--- src/rtl/ysyx_22041211_lsu.sv ---
// Load/store unit: one outstanding RV32I memory access over a req/gnt + rvalid bus.
// Legality and alignment are decided on acceptance. Bad requests never reach memory.
module ysyx_22041211_lsu #(
  parameter int unsigned DATA_LEN = 32
) (
  input  logic                clk,
  input  logic                rst_n,
  // core side
  input  logic                lsu_valid,
  output logic                lsu_ready,
  input  logic [DATA_LEN-1:0] alu_result,
  input  logic [DATA_LEN-1:0] store_data,
  input  logic                is_store,
  input  logic [2:0]          funct3,
  output logic                lsu_done,
  output logic                lsu_err,
  output logic [DATA_LEN-1:0] lsu_rdata,
  // memory side
  output logic                mem_req,
  output logic                mem_we,
  output logic [DATA_LEN-1:0] mem_addr,
  output logic [DATA_LEN-1:0] mem_wdata,
  output logic [3:0]          mem_wmask,
  input  logic                mem_gnt,
  input  logic                mem_rvalid,
  input  logic [DATA_LEN-1:0] mem_rdata
);

  typedef enum logic [1:0] {
    StIdle,
    StReq,
    StWait,
    StResp
  } state_e;

  state_e r_state;
  state_e w_state_next;

  // Request latched on acceptance
  logic [DATA_LEN-1:0] r_addr;
  logic [DATA_LEN-1:0] r_wdata;
  logic [3:0]          r_wmask;
  logic                r_store;
  logic [2:0]          r_funct3;
  logic                r_err;
  logic [DATA_LEN-1:0] r_rdata;

  // Decode of the incoming request
  logic                w_accept;
  logic                w_in_legal;
  logic                w_in_misalign;
  logic                w_in_err;
  logic [4:0]          w_in_shamt;
  logic [3:0]          w_in_wmask;
  logic [DATA_LEN-1:0] w_in_wdata;

  // Load return path
  logic [4:0]          w_rd_shamt;
  logic [DATA_LEN-1:0] w_rd_shift;
  logic [DATA_LEN-1:0] w_load_ext;

  assign w_accept   = (r_state == StIdle) && lsu_valid;
  assign w_in_shamt = {alu_result[1:0], 3'b000};
  assign w_in_err   = !w_in_legal || w_in_misalign;
  assign w_in_wdata = store_data << w_in_shamt;

  // Legal funct3 codes differ between loads and stores
  always_comb begin
    w_in_legal = 1'b0;
    if (is_store) begin
      case (funct3)
        3'b000, 3'b001, 3'b010: w_in_legal = 1'b1;
        default:                w_in_legal = 1'b0;
      endcase
    end else begin
      case (funct3)
        3'b000, 3'b001, 3'b010, 3'b100, 3'b101: w_in_legal = 1'b1;
        default:                                w_in_legal = 1'b0;
      endcase
    end
  end

  // Alignment check keyed on access size funct3[1:0]
  always_comb begin
    w_in_misalign = 1'b0;
    case (funct3[1:0])
      2'b01:   w_in_misalign = alu_result[0];
      2'b10:   w_in_misalign = (alu_result[1:0] != 2'b00);
      default: w_in_misalign = 1'b0;
    endcase
  end

  // Byte-lane mask for the store, placed at the addressed lane
  always_comb begin
    w_in_wmask = 4'b0000;
    case (funct3[1:0])
      2'b00:   w_in_wmask = 4'b0001 << alu_result[1:0];
      2'b01:   w_in_wmask = 4'b0011 << alu_result[1:0];
      default: w_in_wmask = 4'b1111;
    endcase
  end

  assign w_rd_shamt = {r_addr[1:0], 3'b000};
  assign w_rd_shift = mem_rdata >> w_rd_shamt;

  // Sign- or zero-extend the lane-aligned load word
  always_comb begin
    w_load_ext = w_rd_shift;
    case (r_funct3)
      3'b000:  w_load_ext = {{(DATA_LEN-8){w_rd_shift[7]}}, w_rd_shift[7:0]};
      3'b001:  w_load_ext = {{(DATA_LEN-16){w_rd_shift[15]}}, w_rd_shift[15:0]};
      3'b100:  w_load_ext = {{(DATA_LEN-8){1'b0}}, w_rd_shift[7:0]};
      3'b101:  w_load_ext = {{(DATA_LEN-16){1'b0}}, w_rd_shift[15:0]};
      default: w_load_ext = w_rd_shift;
    endcase
  end

  // State register
  always_ff @(posedge clk or negedge rst_n) begin
    if (!rst_n) begin
      r_state <= StIdle;
    end else begin
      r_state <= w_state_next;
    end
  end

  // Next-state logic; gnt/rvalid only matter in their own state
  always_comb begin
    w_state_next = r_state;
    unique case (r_state)
      StIdle: begin
        if (lsu_valid) begin
          w_state_next = w_in_err ? StResp : StReq;
        end
      end
      StReq: begin
        if (mem_gnt) begin
          w_state_next = r_store ? StResp : StWait;
        end
      end
      StWait: begin
        if (mem_rvalid) begin
          w_state_next = StResp;
        end
      end
      StResp: begin
        w_state_next = StIdle;
      end
      default: begin
        w_state_next = StIdle;
      end
    endcase
  end

  // Request capture on acceptance; load data capture in WAIT
  always_ff @(posedge clk or negedge rst_n) begin
    if (!rst_n) begin
      r_addr   <= '0;
      r_wdata  <= '0;
      r_wmask  <= 4'b0000;
      r_store  <= 1'b0;
      r_funct3 <= 3'b000;
      r_err    <= 1'b0;
      r_rdata  <= '0;
    end else begin
      if (w_accept) begin
        r_addr   <= alu_result;
        r_wdata  <= w_in_wdata;
        r_wmask  <= w_in_wmask;
        r_store  <= is_store;
        r_funct3 <= funct3;
        r_err    <= w_in_err;
        // Stores and errors report zero data
        r_rdata  <= '0;
      end else if ((r_state == StWait) && mem_rvalid) begin
        r_rdata <= w_load_ext;
      end
    end
  end

  // Outputs decoded from state so reset clears them immediately
  always_comb begin
    lsu_ready = (r_state == StIdle);
    mem_req   = (r_state == StReq);
    mem_we    = (r_state == StReq) && r_store;
    mem_wmask = ((r_state == StReq) && r_store) ? r_wmask : 4'b0000;
    mem_addr  = {r_addr[DATA_LEN-1:2], 2'b00};
    mem_wdata = r_wdata;
    lsu_done  = (r_state == StResp);
    lsu_err   = (r_state == StResp) && r_err;
    lsu_rdata = (r_state == StResp) ? r_rdata : '0;
  end

endmodule

--- config.mk ---
export PLATFORM = sky130hd
export DESIGN_NAME = ysyx_22041211_lsu
export DESIGN_NICKNAME = d
export VERILOG_FILES = /design/src/rtl/ysyx_22041211_lsu.sv
export SDC_FILE = /design/constraint.sdc
export NUM_CORES = 1
export LEC_CHECK = 0
export ABC_AREA = 1
export CORE_MARGIN = 1.5
export CORE_UTILIZATION = 30
export DETAILED_ROUTE_END_ITERATION = 6
export PLACE_DENSITY = 0.62
export SYNTH_ARGS = -nofsm -noshare
export SYNTH_HDL_FRONTEND = slang
export SYNTH_SLANG_ARGS = --single-unit
--- constraint.sdc ---
create_clock -name clk -period 1.85 [get_ports clk]
set_input_delay 0.2775 -clock clk [delete_from_list [all_inputs] [get_ports clk]]
set_output_delay 0.2775 -clock clk [all_outputs]
set_load 0.05 [all_outputs]
==> flow_summary.ini, run 1 <==
[global_routing]
initial_antenna_violation_count = 0
pin_count_of_the_biggest_net_entering_global_routing = 46
via_count_of_the_first_global_routing_pass = 5451
grt_overflow_total = 0
grt_pass1_wl_mm = 28.1
track_usage_pct = 17.5

[critical_path]
maximum_fanout_encountered_on_the_critical_timing_path = 9
critPathSlowestCell = dfrtp_2
critPathBufInv = 3
setup.worst_path.start_class = flop
crit_required_ns = 1.57
arrival_ns = 1.56
critical_path.max_stage_delay_ns = 0.45
cp_cell_sequence = ha_4 > clkbuf_16 > nand2_2 > clkinvlp_4 > buf_12
criticalPathCategory = reg2out
critical_path.top_delay_family = flip-flops
critical_path.endpoint_type = output pin

[synth]
yosys-top-cells-count = nand2_1, dfrtp_1, inv_1
netlist.top_cell.by_area = dfrtp_1
most_frequently_used_cell_type_in_the_post_synthesis_netlist = nand2_1
async_set_or_reset_flop_fraction_in_the_synthesized_netlist_pct = 100
yosys.cell_types.count = 33
total_standard_cell_area_after_synthesis_sq_um = 5890
synth_seq_area_share_pct = 45.4
netlist_instances = 786
synthDominantCellAreaShare_pct = 45.4
netlist_top_cells_area = dfrtp_1, nand2_1, buf_4
postSynthAreaPerCell_sq_um = 7.50
yosysWarnings = 0
synth_top_flop_cell = dfrtp_1
ys_seq_elements = 107
edff_count_synth = 0

[sta]
setup_viol = 0
grt_setup_unrepaired = yes
part_of_the_cycle_the_worst_path_needs_pct = 99.5
period_minus_slack_ns = 1.84
skew_ns = 0.00968
maxSlewHeadroom_pct = 64.8
slew_viol_final = 0
achievable-frequency_ghz = 0.543
setup_tns_ns = 0
timing.final.hold_violations = 0
worst_margin_pin_slew_ns = 0.527

[power]
peakVddDrop_mv = 0.866
power.static_leakage_uw = 0.00438
post-layout-total-power_uw = 15400
power_per_cell_area_nw_per_um2 = 1690

[route]
avgRoutedWirePerCell_um = 14.5
vias_per_cell = 4.51
route.antenna.remaining_nets = 0
drt_pre_antenna_iters = 5
remaining_drc_errors = 0
total_wire_length_after_detailed_routing_mm = 17.8
dr_total_vias = 5525
drt_iter0_markers = 219

[floorplan]
ios = 210
die_h_um = 143
initial_core_utilization_pct = 30.5
floorplan.die_area_sq_um = 20500
placement_rows = 51
core_sq_um = 19300
die_width_um = 143

[cts]
clock-sinks = 107
cts.reportedPaths.clkPinSlew_ns = 0.08
cts_made_buffers = 9
cts-htree-levels = 3
insertion_delay_ns = 0.36
cts_tree = built
cts-root-to-sink-buffers = 2
root_buffer = clkbuf_16

[final_layout]
layout.nets = 1067
fin_util_pct = 47.1
fraction_of_final_layout_cells_with_drive_strength_greater_than_1_pct = 18.6
final_design_area_no_fill_sq_um = 9110
antennaDiodeCount = 0
post_route_insts_no_fill = 1225
layout-area-overhead-vs-synth_pct = 54.6
sequential_cell_area_sq_um = 2680
final.fill_count = 1927
multi_input_combinational_cell_area_sq_um = 2610

[placed_design]
gp_congestion = 0.874
dpl.hpwl_mm = 12.8
placed_cells_incl_taps = 1203
portBuffers = 207
place_area_sq_um = 8610

[hold_path]
min-delay-path-class = in2async

[run]
cap_viol_max_count = 0

[status]
status = finished, final reports clean
[per-layer routing]
layer  wire length (um)  track usage [%]  vias up
met3               1510             4.59       17
met1               7800             22.4     2562
met4                271             5.64        0
met5                  0                0        -
met2               8230             28.7      186
li1                   -                -     2760
[where the power goes]
group	leakage (uW)	total [uW]	internal, uW	switching [uW]
sequential	0.00136	4050	3380	674
combinational	0.00288	9430	3430	6000
clock	0.000141	1920	967	954
[worst paths after layout]
kind / startpoint / end / slack (ns) / depth (start not counted)
max: r_state[1] / lsu_rdata[11] / 0.01 / 5
min: rst_n / r_rdata[3] / 0.44 / 2
max reg2reg: r_addr[0] / r_rdata[31] / 0.21 / 7
min reg2reg: r_addr[24] / r_addr[24] / 0.48 / 2
max in group asynchronous: rst_n / mem_wdata[10] / 0.77 / 3
min in group clk: alu_result[16] / r_addr[16] / 0.45 / 3
[final cells by class]
cell class                      count  share of cell area, %
Timing Repair Buffer              234                   30.8
Sequential cell                   107                   29.4
Multi-Input combinational cell    530                   28.6
Inverter                           73                   4.37
Tap cell                          265                   3.64
Clock buffer                       10                   2.62
Clock inverter                      6                  0.549
[cells by family (layout without fill, tap and decap cells)]
group,after synthesis,count (layout),share of synthesized area [%]
and+or+nand+nor,405,405,28.2
buffers and inverters,150,323,12.8
AOI/OAI and AO/OA,112,112,11.3
DFF,107,107,45.4
adders and majority gates,7,7,1.49
muxes,4,4,0.679
other,1,2,0.0636
[cells in the final DEF (no fill, tap or decap), drive strengths merged, types with 7 or more instances in the layout]
cell and n:
inv 43, clkbuf 11, o21ai 53, dlymetal6s2s 12
or2 12, dfrtp 107, nor2 25, nand3 30
a21oi 22, ha 7, clkdlybuf4s50 139, o211ai 21
buf 81, clkinvlp 32, nand2 338
[sequential cells by signal (all words and copies together) (netlist names)]
signal / flops
r_funct3: 3
r_state: 2
r_err: 1
r_store: 1
r_addr: 32
r_rdata: 32
mem_wdata: 32
r_wmask: 4
[stage by stage]
stage	hold WS, ns	setup WS, ns
CTS	0.433	-0.0316
global placement	0.289	0.113
finish	0.438	0.00976
detailed placement	0.294	0.101
floorplan	-0.0181	-0.0164
global route	0.451	-0.0359
[what timing repair did]
item | 4_1_cts | 5_1_grt
gates cloned | 0 | 2
endpoints found under the hold margin | 32 | 0
setup endpoints to repair | 15 | 56
gates resized for setup | 3 | 37
pin swaps | 1 | 0
hold buffers | 1 | 0
setup buffers | 0 | 3
(Power assumes the default switching activity.)
==> inputs of run 2 (changes only) <==
==> constraint.sdc (replaced) <==
create_clock -name clk -period 2.25 [get_ports clk]
set_input_delay 0.3375 -clock clk [delete_from_list [all_inputs] [get_ports clk]]
set_output_delay 0.3375 -clock clk [all_outputs]
set_load 0.005 [all_outputs]
==> flow_summary.ini, run 2 (synthesis gave the netlist of run 1 again) <==
[cts]
cts_made_buffers = 9
clock-sinks = 107
cts-htree-levels = 3
cts-root-to-sink-buffers = 2
cts_tree = built
cts.reportedPaths.clkPinSlew_ns = 0.07
root_buffer = clkbuf_16
insertion_delay_ns = 0.35
postCtsSetupRepairBufs = 0

[floorplan]
die_h_um = 143
initial_core_utilization_pct = 30.5
placement_rows = 51
floorplan.die_area_sq_um = 20500
ios = 210
core_sq_um = 19300
die_width_um = 143

[critical_path]
setup.worst_path.end = lsu_rdata[15]
arrival_ns = 1.81
r2r_path_start = r_state[0]
criticalPathCategory = reg2out
worst_r2r_path_depth = 7
setup.worst_path.start_class = flop
crit_required_ns = 1.91
maximum_fanout_encountered_on_the_critical_timing_path = 17
rr_endpoint = mem_wdata[19]
cp-startpoint = r_state[0]
critical_path.endpoint_type = output pin
reg2reg_slack_ns = 0.33

[route]
avgRoutedWirePerCell_um = 14.7
dr_total_vias = 5495
drt_iter0_markers = 234
remaining_drc_errors = 0
drt_pre_antenna_iters = 5
vias_per_cell = 4.51
route.antenna.remaining_nets = 0
total_wire_length_after_detailed_routing_mm = 17.9

[placed_design]
dpl.hpwl_mm = 12.8
gp_congestion = 0.925
place_area_sq_um = 8010
portBuffers = 207

[sta]
timing.final.hold_violations = 0
skew_ns = 0.00933
slew_viol_final = 0
grt_setup_unrepaired = no
achievable-frequency_ghz = 0.466
setup_viol = 0
period_minus_slack_ns = 2.14
part_of_the_cycle_the_worst_path_needs_pct = 95.3

[final_layout]
fraction_of_final_layout_cells_with_drive_strength_greater_than_1_pct = 7.45
multi_input_combinational_cell_area_sq_um = 2510
layout-area-overhead-vs-synth_pct = 42.5
antennaDiodeCount = 0
final.fill_count = 1963
layout_commonest_cell = nand2_1
final_design_area_no_fill_sq_um = 8400
layout_common_cells = nand2_1, clkdlybuf4s50_1, dfrtp_1
layout.nets = 1060
sequential_cell_area_sq_um = 2680

[run]
cap_viol_max_count = 0

[global_routing]
initial_antenna_violation_count = 0
grt_pass1_wl_mm = 28.3
grt_overflow_total = 0
via_count_of_the_first_global_routing_pass = 5435
pin_count_of_the_biggest_net_entering_global_routing = 50
track_usage_pct = 17.9

[power]
post-layout-total-power_uw = 9740
power_per_cell_area_nw_per_um2 = 1160
power.static_leakage_uw = 0.00419
peakVddDrop_mv = 0.537

[hold_path]
timing.hold.worst.start = r_addr[26]
min-delay-path-class = reg2reg

[status]
status = finished, final reports clean
## run 2: changes by cell type in the layout (fill, tap and decap cells not counted), moves of 3 or more
| cell | previous run | this run |
|---|---|---|
| clkdlybuf4s50_1 | 139 | 206 |
| buf_12 | 49 | 4 |
| clkinvlp_4 | 32 | 1 |
| inv_1 | 36 | 67 |
| buf_4 | 30 | 15 |
| nand2_1 | 322 | 335 |
| dlymetal6s2s_1 | 12 | 0 |
| nand2_2 | 9 | 1 |
| nand2_4 | 6 | 2 |
| nor2_2 | 0 | 3 |
| nor2_4 | 6 | 3 |
## run 2: area by class of cell
type | count | share of cell area (%)
sequential | 107 | 31.9
inverter | 73 | 3.35
clock buffer | 11 | 2.89
tap | 265 | 3.95
timing repair buffer | 227 | 27.3
clock inverter | 5 | 0.715
multi-input combinational | 530 | 29.9
## run 2: per-layer routing
| metal | vias to the layer above | global-route usage [%] | routed length (um) |
|---|---|---|---|
| li1 | 2744 | - | - |
| met1 | 2532 | 23.0 | 7930 |
| met2 | 205 | 28.8 | 8060 |
| met3 | 14 | 6.07 | 1660 |
| met4 | 0 | 4.45 | 210 |
| met5 | - | 0 | 0 |
## run 2: worst min path at each step
stage / to / slack, ns / depth (start not counted)
2_1_floorplan: mem_wdata[0] / 0.04 / 0
3_3_place_gp: r_rdata[5] / 0.32 / 1
3_5_place_dp: r_rdata[5] / 0.33 / 1
4_1_cts: r_addr[29] / 0.48 / 2
5_1_grt: r_rdata[7] / 0.50 / 2
6_report: r_addr[26] / 0.48 / 2
## run 2: per-stage QoR
step	hold slack, ns	instances	utilization [%]	TNS, ns	setup slack [ns]
final	0.479	1218	43.4	0	0.106
after CTS	0.484	1217	43.1	-0.000346	-0.000346
after floorplan	0.0419	787	-	0	0.684
after global routing	0.498	1218	43.4	0	0.0101
after global placement	0.322	1200	41.4	0	0.319
after detailed placement	0.331	1200	41.4	0	0.281
## run 2: critical path, stage by stage, from the launching register on
cell and delay, ns:
dfrtp_2 0.43, ha_4 0.21, buf_12 0.16, nand2_1 0.06
inv_1 0.08, clkdlybuf4s50_1 0.52
## run 2: what timing repair did
action,4_1_cts,5_1_grt
pin swaps,0,1
hold buffers,1,0
gates resized for setup,5,9
hold endpoints to repair,29,0
gates cloned,0,1
endpoints found under the setup margin,4,28
## run 2: power by group
group	switching, uW	total [uW]	leakage, uW	internal (uW)
combinational	2460	4820	0.00269	2360
sequential	505	3290	0.00136	2780
clock	734	1630	0.000146	899
total	3700	9740	0.00419	6040
==> inputs of run 3 (changes only) <==
--- a/config.mk
+++ b/config.mk
@@ -6,7 +6,7 @@
 export NUM_CORES = 1
 export LEC_CHECK = 0
 export ABC_AREA = 1
-export CORE_MARGIN = 1.5
+export CORE_MARGIN = 2
 export CORE_UTILIZATION = 30
 export DETAILED_ROUTE_END_ITERATION = 6
 export PLACE_DENSITY = 0.62
==> flow_summary.ini, run 3 (synthesis gave the netlist of run 1 again) <==
[cts]
root_buffer = clkbuf_16
cts_tree = built
clock-sinks = 107
cts-root-to-sink-buffers = 2
cts.reportedPaths.clkPinSlew_ns = 0.07
cts-htree-levels = 3
insertion_delay_ns = 0.36
postCtsSetupRepairBufs = 0
cts_made_buffers = 9

[hold_path]
min-delay-path-class = reg2reg
worstHoldPathCells = 2

[power]
peakVddDrop_mv = 0.589
power.static_leakage_uw = 0.00420
power_per_cell_area_nw_per_um2 = 1170

[route]
dr_total_vias = 5497
total_wire_length_after_detailed_routing_mm = 17.9
avgRoutedWirePerCell_um = 14.7
remaining_drc_errors = 0
route.antenna.remaining_nets = 0
drt_pre_antenna_iters = 5
vias_per_cell = 4.51
drt_iter0_markers = 337

[critical_path]
arrival_ns = 1.84
criticalPathCategory = reg2out
cp_cell_sequence = ha_4 > buf_12 > nand2_1 > inv_1 > clkdlybuf4s50_1
maximum_fanout_encountered_on_the_critical_timing_path = 17
worst_r2r_path_depth = 7
critical_path.max_stage_delay_ns = 0.51
crit_required_ns = 1.91
critPathSlowestCell = clkdlybuf4s50_1
critical_path.endpoint_type = output pin
setup.worst_path.start_class = flop

[final_layout]
final.fill_count = 2037
fin_util_pct = 43.4
layout_common_cells = nand2_1, clkdlybuf4s50_1, dfrtp_1
sequential_cell_area_sq_um = 2680
antennaDiodeCount = 0
layout.nets = 1061
fraction_of_final_layout_cells_with_drive_strength_greater_than_1_pct = 7.45
layout_commonest_cell = nand2_1
multi_input_combinational_cell_area_sq_um = 2510
layout-area-overhead-vs-synth_pct = 42.9

[sta]
setup_viol = 0
part_of_the_cycle_the_worst_path_needs_pct = 96.8
final.hold.worst_slack_ns = 0.477
achievable-frequency_ghz = 0.459
slew_viol_final = 0
skew_ns = 0.00902
worst_margin_pin_slew_ns = 0.512
timing.final.hold_violations = 0
period_minus_slack_ns = 2.18
maxSlewHeadroom_pct = 65.9
postLayoutSetupSlackWorst_ns = 0.0710

[global_routing]
track_usage_pct = 17.2
grt_overflow_total = 0
pin_count_of_the_biggest_net_entering_global_routing = 52
via_count_of_the_first_global_routing_pass = 5380
grt_pass1_wl_mm = 27.7
initial_antenna_violation_count = 0

[floorplan]
floorplan.die_area_sq_um = 20800
placement_rows = 51
die_width_um = 144
core_sq_um = 19400
initial_core_utilization_pct = 30.4
die_h_um = 144
ios = 210

[status]
status = finished, final reports clean

[placed_design]
gp_congestion = 0.860
dpl.hpwl_mm = 12.9
portBuffers = 207
dpl_worst_slack_ns = 0.308

[run]
cap_viol_max_count = 0
[run 3: path summary, 6_finish.rpt]
kind,from,endpoint,slack (ns)
hold reg to reg,r_addr[28],r_addr[28],0.48
hold / removal,r_addr[28],r_addr[28],0.48
min in group asynchronous,rst_n,r_addr[28],0.52
max in group asynchronous,rst_n,r_rdata[21],1.08
setup / recovery,r_state[0],lsu_rdata[15],0.07
setup reg to reg,r_state[0],mem_wdata[19],0.25
[run 3: what timing repair did]
item                                   CTS  global route
gates cloned                             0             1
resized for setup                        5             7
setup endpoints to repair                4            11
hold buffers                             1             0
endpoints found under the hold margin   33             0
[run 3: metal layers]
layer  track usage, %  part of all wire (%)  wire (um)
met5                0                     0          0
met3             5.40                   9.6       1720
met4             5.47                   1.2        223
met2             26.9                    45       8000
met1             22.7                    44       7940
[run 3: worst max-delay path: cells and delay by family (launching register included)]
kind                       cells  cell delay [ns]
buffers and inverters          3             0.75
DFF                            1             0.44
adders and majority gates      1             0.21
and+or+nand+nor                1             0.07
[run 3: stage by stage]
step | cell area, sq um | setup TNS, ns | total power (uW) | std cells
2_1_floorplan | 5900 | 0 | 6070 | 787
3_3_place_gp | 8020 | 0 | 7970 | 1201
3_5_place_dp | 8020 | 0 | 8030 | 1201
4_1_cts | 8370 | 0 | 9860 | 1217
5_1_grt | 8420 | -0.00343 | 10600 | 1218
6_report | 8420 | 0 | 9850 | 1218
[run 3: cell type report]
type	instances	area share, %
sequential	107	31.8
multi-input combinational	530	29.8
timing repair buffer	228	27.3
tap	265	3.94
inverter	73	3.34
clock buffer	11	3.00
clock inverter	4	0.876
[run 3: power by group]
group	switching (uW)	internal [uW]
clock network	720	1030
logic	2450	2360
registers	509	2780
